File: src/rtl/lz77_pkg.sv
// lz77_pkg: parameters, FSM states and code-triple type shared by the LZ77 encoder and decoder.
package lz77_pkg;
  localparam int SB_LEN = 11;
  localparam int LA_LEN = 5;
  localparam int SYM_W = 4;
  localparam int OFF_W = 4;
  localparam int LEN_W = 3;
  localparam int CNT_W = 12;
  localparam logic [7:0] END_CHAR = 8'h24;
  typedef enum logic [1:0] {IDLE, COPY, LIT, DONE} state_e;
  typedef struct packed {
    logic [OFF_W-1:0] offset;
    logic [LEN_W-1:0] match_len;
    logic [7:0]       char_nxt;
  } code_t;
endpackage

File: src/rtl/lz77_window.sv
// lz77_window: search buffer shift register, sb_q[0] newest; out-of-range reads return 0.
module lz77_window
  import lz77_pkg::*;
(
  input  logic             clk,
  input  logic             reset,
  input  logic             shift_i,
  input  logic [SYM_W-1:0] din_i,
  input  logic [OFF_W-1:0] idx_i,
  output logic [SYM_W-1:0] dout_o
);
  logic [SYM_W-1:0] sb_q [SB_LEN];
  always_ff @(posedge clk or negedge reset) begin
    if (!reset) sb_q <= '{default: '0};
    else if (shift_i) begin
      sb_q[0] <= din_i;
      for (int i = 1; i < SB_LEN; i++) sb_q[i] <= sb_q[i-1];
    end
  end
  assign dout_o = (idx_i < OFF_W'(SB_LEN)) ? sb_q[idx_i] : '0;
endmodule

File: src/rtl/lz77_decoder.sv
// lz77_decoder: rebuilds the symbol stream from (offset, match_len, char_nxt) codes, one symbol per cycle.
// Optional protocol checking on err is built when LZ77_DEC_CHECK_EN is defined.
module lz77_decoder
  import lz77_pkg::*;
(
  input  logic             clk,
  input  logic             reset,
  input  logic             code_valid,
  output logic             code_ready,
  input  logic [OFF_W-1:0] offset,
  input  logic [LEN_W-1:0] match_len,
  input  logic [7:0]       char_nxt,
  output logic             char_valid,
  output logic [7:0]       char_out,
  output logic             encode,
  output logic             finish,
  output logic             err
);
  state_e state_q, state_d;
  code_t code_q, code_d;
  logic char_valid_q, char_valid_d, finish_q, finish_d, shift;
  logic [7:0] char_out_q, char_out_d;
  logic [SYM_W-1:0] din, dout;
  logic [LEN_W-1:0] len_c;
  lz77_window u_win (.clk(clk), .reset(reset), .shift_i(shift), .din_i(din), .idx_i(code_q.offset), .dout_o(dout));
  assign len_c = (match_len > LEN_W'(LA_LEN-1)) ? LEN_W'(LA_LEN-1) : match_len;
  // code_q.match_len doubles as the remaining-copy counter
  always_comb begin
    state_d = state_q;
    code_d = code_q;
    char_valid_d = 1'b0;
    char_out_d = char_out_q;
    finish_d = finish_q;
    shift = 1'b0;
    din = dout;
    case (state_q)
      IDLE: if (code_valid) begin
        code_d = '{offset, len_c, char_nxt};
        state_d = (len_c == '0) ? LIT : COPY;
      end
      COPY: begin
        shift = 1'b1;
        char_valid_d = 1'b1;
        char_out_d = {4'h0, dout};
        code_d.match_len = code_q.match_len - 1'b1;
        state_d = (code_q.match_len == LEN_W'(1)) ? LIT : COPY;
      end
      LIT: if (code_q.char_nxt == END_CHAR) begin
        finish_d = 1'b1;
        state_d = DONE;
      end else begin
        shift = 1'b1;
        din = code_q.char_nxt[3:0];
        char_valid_d = 1'b1;
        char_out_d = {4'h0, code_q.char_nxt[3:0]};
        state_d = IDLE;
      end
      default: ;
    endcase
  end
  always_ff @(posedge clk or negedge reset) begin
    if (!reset) begin
      state_q <= IDLE;
      code_q <= '0;
      char_valid_q <= 1'b0;
      char_out_q <= '0;
      finish_q <= 1'b0;
    end else begin
      state_q <= state_d;
      code_q <= code_d;
      char_valid_q <= char_valid_d;
      char_out_q <= char_out_d;
      finish_q <= finish_d;
    end
  end
  assign code_ready = (state_q == IDLE);
  assign char_valid = char_valid_q;
  assign char_out = char_out_q;
  assign finish = finish_q;
  assign encode = 1'b0;
`ifdef LZ77_DEC_CHECK_EN
  logic [CNT_W-1:0] cnt_q;
  logic err_q, bad;
  assign bad = code_ready && code_valid &&
               (offset >= OFF_W'(SB_LEN) || match_len > LEN_W'(LA_LEN-1) ||
                (match_len != '0 && CNT_W'(offset) >= cnt_q) ||
                (char_nxt == END_CHAR && cnt_q != CNT_W'(2048)));
  always_ff @(posedge clk or negedge reset) begin
    if (!reset) begin
      cnt_q <= '0;
      err_q <= 1'b0;
    end else begin
      if (char_valid_d && cnt_q != '1) cnt_q <= cnt_q + 1'b1;
      if (bad) err_q <= 1'b1;
    end
  end
  assign err = err_q;
`else
  assign err = 1'b0;
`endif
endmodule

File: config.mk
export PLATFORM = sky130hd
export DESIGN_NAME = lz77_decoder
export DESIGN_NICKNAME = d
export VERILOG_FILES = /design/src/rtl/lz77_pkg.sv /design/src/rtl/lz77_window.sv /design/src/rtl/lz77_decoder.sv
export SDC_FILE = /design/constraint.sdc
export NUM_CORES = 1
export LEC_CHECK = 0
export BUFFER_PORTS_ARGS = -buffer_cell sky130_fd_sc_hd__buf_2
export CAP_MARGIN = 20
export CORE_MARGIN = 8
export CORE_UTILIZATION = 50
export DETAILED_ROUTE_END_ITERATION = 7
export GPL_ROUTABILITY_DRIVEN = 0
export HOLD_SLACK_MARGIN = 0.06
export PLACE_DENSITY = 0.69
export SETUP_SLACK_MARGIN = 0.05
export SYNTH_ARGS = -nofsm -noshare
export SYNTH_HDL_FRONTEND = slang
export SYNTH_HIERARCHICAL = 1
export SYNTH_SLANG_ARGS = --single-unit
File: constraint.sdc
create_clock -name clk -period 3 [get_ports clk]
set_input_delay 0.45 -clock clk [delete_from_list [all_inputs] [get_ports clk]]
set_output_delay 0.45 -clock clk [all_outputs]
set_load 0.05 [all_outputs]
==> results list <==
- Share of power burned in the clock network: between 10% and 20%
- Result of the run: finished clean
- Initial standard-cell utilization of the core: roughly 52%
- In the routed design, unresolved DRC markers number 0.
- Share of power burned in registers: around two fifths
* Detail-routed via count per cell: 5.62
- Total power density per cell area: ~1200 nW/µm²
* Antenna Nets Post-Route: 0
- Routed vias: 1990
* Sequential cell area fraction in the yosys report: 51.5%
- The clock reaches the later pin of the worst-skew pair after about 0.34 ns.
- Kind of end point of the critical path: flop
- Worst slew margin: 46.8%
- In this run the worst hold path is classified as primary input to async pin.
- At the worst endpoint, the required time is 3.23 ns.
* Die Footprint: 9350 µm²
* Max rail drop VDD: 695 µV
- Fill count: around 530
- In this run switching power makes up 36.5% of total power.
* Final Cycle Share: 74.2%
- The number of max-slew violations in the final report was 0.
- Row generation in the floorplan step produced 29 rows.
- Number of I/O pins: 31
* DP HPWL: slightly below 4000 µm
- Hold repair after CTS inserted 0 buffers.
- The finished layout holds between 300 and 400 standard cells, fillers aside.
- Post-CTS sizing: 0
- Total chip power: roughly 4.3 mW
* Global-route wire length before repair: between 10000 and 15000 µm
- Counting flops with a built-in enable in the synthesized netlist gives 0.
- The analysis attributes to cell leakage a power of approximately 1.7 nW.
* Vias in the first global route: 2112
* Initial antenna violation count: 0
* Final-layout setup total negative slack: 0 ns
- Entering global routing, the biggest net connects 46 pins.
* Final setup violating endpoints: 0
- Clock buffers created by TritonCTS: 9
* Maxcap violations: 0
* Number of I/O port buffers: 24
- In this run the vertical extent of the chip is 96.7 µm.
- Once layout is complete, the utilization of the core stands at between 50% and 60%.
- Iteration-0 DRC count of the detailed router: 100
- For this run, asynchronously set or reset flops after synthesis account for 100%.
- For the pin with the worst max-slew slack, the measured transition is 0.797 ns.
- The critical path is of the flop to flop type.
- The final hold violation count was 0.
- Global routing used 13.2% of the available tracks across all layers.
* Number of synthesized register bits: 67
* Post-synth top flop: sky130_fd_sc_hd__dfrtp_1
- Between clock sinks in the finished design, the worst skew comes to about 0.0074 ns.
- Mapped Area: roughly 3300 µm²
* Proportion of layout cells with a drive suffix above 1: between 30% and 40%
- In this run the worst path has a maximum fanout of 13.
- RSZ-0062 raised after global routing: false
- Maximum buffer depth of the clock tree: 2
- CP max stage delay: 0.67 ns
* Reported net switching power: 1.56 mW
- Most frequent standard cell in the layout excluding fill and tap cells: sky130_fd_sc_hd__dfrtp_1
* Cell Count Post-Placement: 338
- Antenna cells: 0
- Critical path cell sequence: mux4_2, nand2b_1, a22o_1, mux2_4, mux2_2
- Horiz. Die Dim: 96.7 µm
- Commonest cells after routing, fill and taps aside: 67 x sky130_fd_sc_hd__dfrtp_1, 56 x sky130_fd_sc_hd__mux2_2, 24 x sky130_fd_sc_hd__buf_2
* Yosys warnings: 6
- Design internal power: 2.71 mW
* Arrival time reported for the critical path endpoint: 2.46 ns
- Core footprint: around 6300 µm²
* Total routed wirelength: approximately 5800 µm
- CTS sink count: 67
* Part of the power in combinational logic: 43.8%
- Clock-pin slew was measured on the worst setup and hold paths at 0.07 ns.
* Cell chosen for the clock root: sky130_fd_sc_hd__clkbuf_8
* GR Overflow Total: 0
* Timing-limited maximum frequency: 0.449 GHz
- Net count, final: 296
- Number of buffers added for setup after CTS: 0
- Number of distinct library cells after synthesis: 34
- Average footprint of a synthesized cell: 13.2 µm²
- Kind of launch point of the worst setup path: flop
- The clock tree synthesis step divided the H-tree into 3 levels.
* Area growth from synthesis to final layout: 11.4%
- Number of optimization iterations in the first detailed-route pass: 4
- Fin crit period: 2.23 ns
- Routed wirelength normalized by instance count: 16.3 µm
- The slowest stage of the critical path belongs to the cell sky130_fd_sc_hd__dfrtp_1.
- TritonCTS built the clock tree.
- Post-synthesis cell count: 247
==> sequential cells by signal (all words and copies together) (netlist names) <==
name / count
u_win/sb_q: 44
char_out: 4
finish: 1
char_valid: 1
state_q: 2
code_q: 15
==> path summary, 6_finish.rpt <==
kind / from / to / slack (ns) / cells past startpoint
max in group asynchronous: reset / code_q[14]$_DFFE_PN0P_ / 2.16 / 2
min in group clk: char_nxt[6] / code_q[6]$_DFFE_PN0P_ / 0.33 / 2
worst max-delay path: code_q[11]$_DFFE_PN0P_ / u_win/sb_q[42]$_DFFE_PN0P_ / 0.77 / 5
worst max register to register: code_q[11]$_DFFE_PN0P_ / u_win/sb_q[42]$_DFFE_PN0P_ / 0.77 / 5
worst min register to register: finish$_DFFE_PN0P_ / finish$_DFFE_PN0P_ / 0.45 / 1
worst min-delay path: reset / u_win/sb_q[20]$_DFFE_PN0P_ / 0.19 / 1
==> kinds of logic after synthesis <==
family	share of synthesized area (%)
AOI/OAI and AO/OA	9.38
adders and majority gates	2.31
buffers and inverters	4.27
DFF	51.5
muxes	26.6
other	0.115
and+or+nand+nor	5.84
==> through the flow <==
stage / hold slack (ns) / setup WS (ns) / cell area [µm²]
finish: 0.192 / 0.774 / 3630
global route: 0.250 / 0.669 / 3630
CTS: 0.202 / 0.761 / 3630
detailed placement: 0.442 / 0.764 / 3430
global placement: 0.433 / 0.790 / 3430
floorplan: 0.154 / 0.884 / 3270
==> power by group through the flow <==
stage | sequential (mW) | clock (mW) | combinational (mW)
after floorplan | 1.62 | 0 | 1.52
after global placement | 1.67 | 0 | 1.84
after detailed placement | 1.68 | 0 | 1.87
after CTS | 1.66 | 0.764 | 1.88
after global routing | 1.72 | 0.792 | 2.04
final | 1.65 | 0.741 | 1.86
==> layer usage <==
| metal | vias up | track usage, % | wire length (µm) |
|---|---|---|---|
| met4 | 0 | 7.81 | 136 |
| li1 | 948 | - | - |
| met2 | 33 | 19.4 | 2670 |
| met5 | - | 0 | 0 |
| met3 | 12 | 3.56 | 232 |
| met1 | 997 | 16.9 | 2740 |
==> synthesized netlist by cell type, types with 2 or more instances <==
master	n	area, µm²
sky130_fd_sc_hd__a211oi_1	4	30.0
sky130_fd_sc_hd__a21oi_1	11	55.1
sky130_fd_sc_hd__a221oi_1	5	43.8
sky130_fd_sc_hd__a22o_1	7	61.3
sky130_fd_sc_hd__buf_2	6	30.0
sky130_fd_sc_hd__buf_4	7	52.6
sky130_fd_sc_hd__buf_6	2	22.5
sky130_fd_sc_hd__clkbuf_1	3	11.3
sky130_fd_sc_hd__dfrtp_1	67	1680
sky130_fd_sc_hd__ha_1	6	75.1
sky130_fd_sc_hd__inv_1	6	22.5
sky130_fd_sc_hd__mux2_2	56	631
sky130_fd_sc_hd__mux2i_1	13	130
sky130_fd_sc_hd__mux4_2	4	90.1
sky130_fd_sc_hd__nand2_1	2	7.51
sky130_fd_sc_hd__nand2b_1	6	37.5
sky130_fd_sc_hd__nand3_1	2	10.0
sky130_fd_sc_hd__nor2_1	6	22.5
sky130_fd_sc_hd__nor2b_1	9	56.3
sky130_fd_sc_hd__o21ai_0	7	35.0
sky130_fd_sc_hd__o22ai_1	2	12.5
sky130_fd_sc_hd__o2bb2ai_1	4	35.0
==> worst max-delay path, delay by kind of cell, from the launching register on <==
family | cells | cell delay (ns)
compound gates | 1 | 0.23
flops | 1 | 0.67
mux | 3 | 1.06
simple gates | 1 | 0.15
==> final cells by class <==
class                   instances  area, µm²  share of cell area [%]
flip-flops and latches         67       1680                    46.2
inverters                       6       22.5                   0.621
clock inverters                 5       52.6                    1.45
multi-input cells             161       1470                    40.5
well taps                      77       96.3                    2.66
repair buffers                 27        168                    4.62
clock buffers                  11        141                    3.90
No activity file was read; power rests on OpenSTA's default activity.
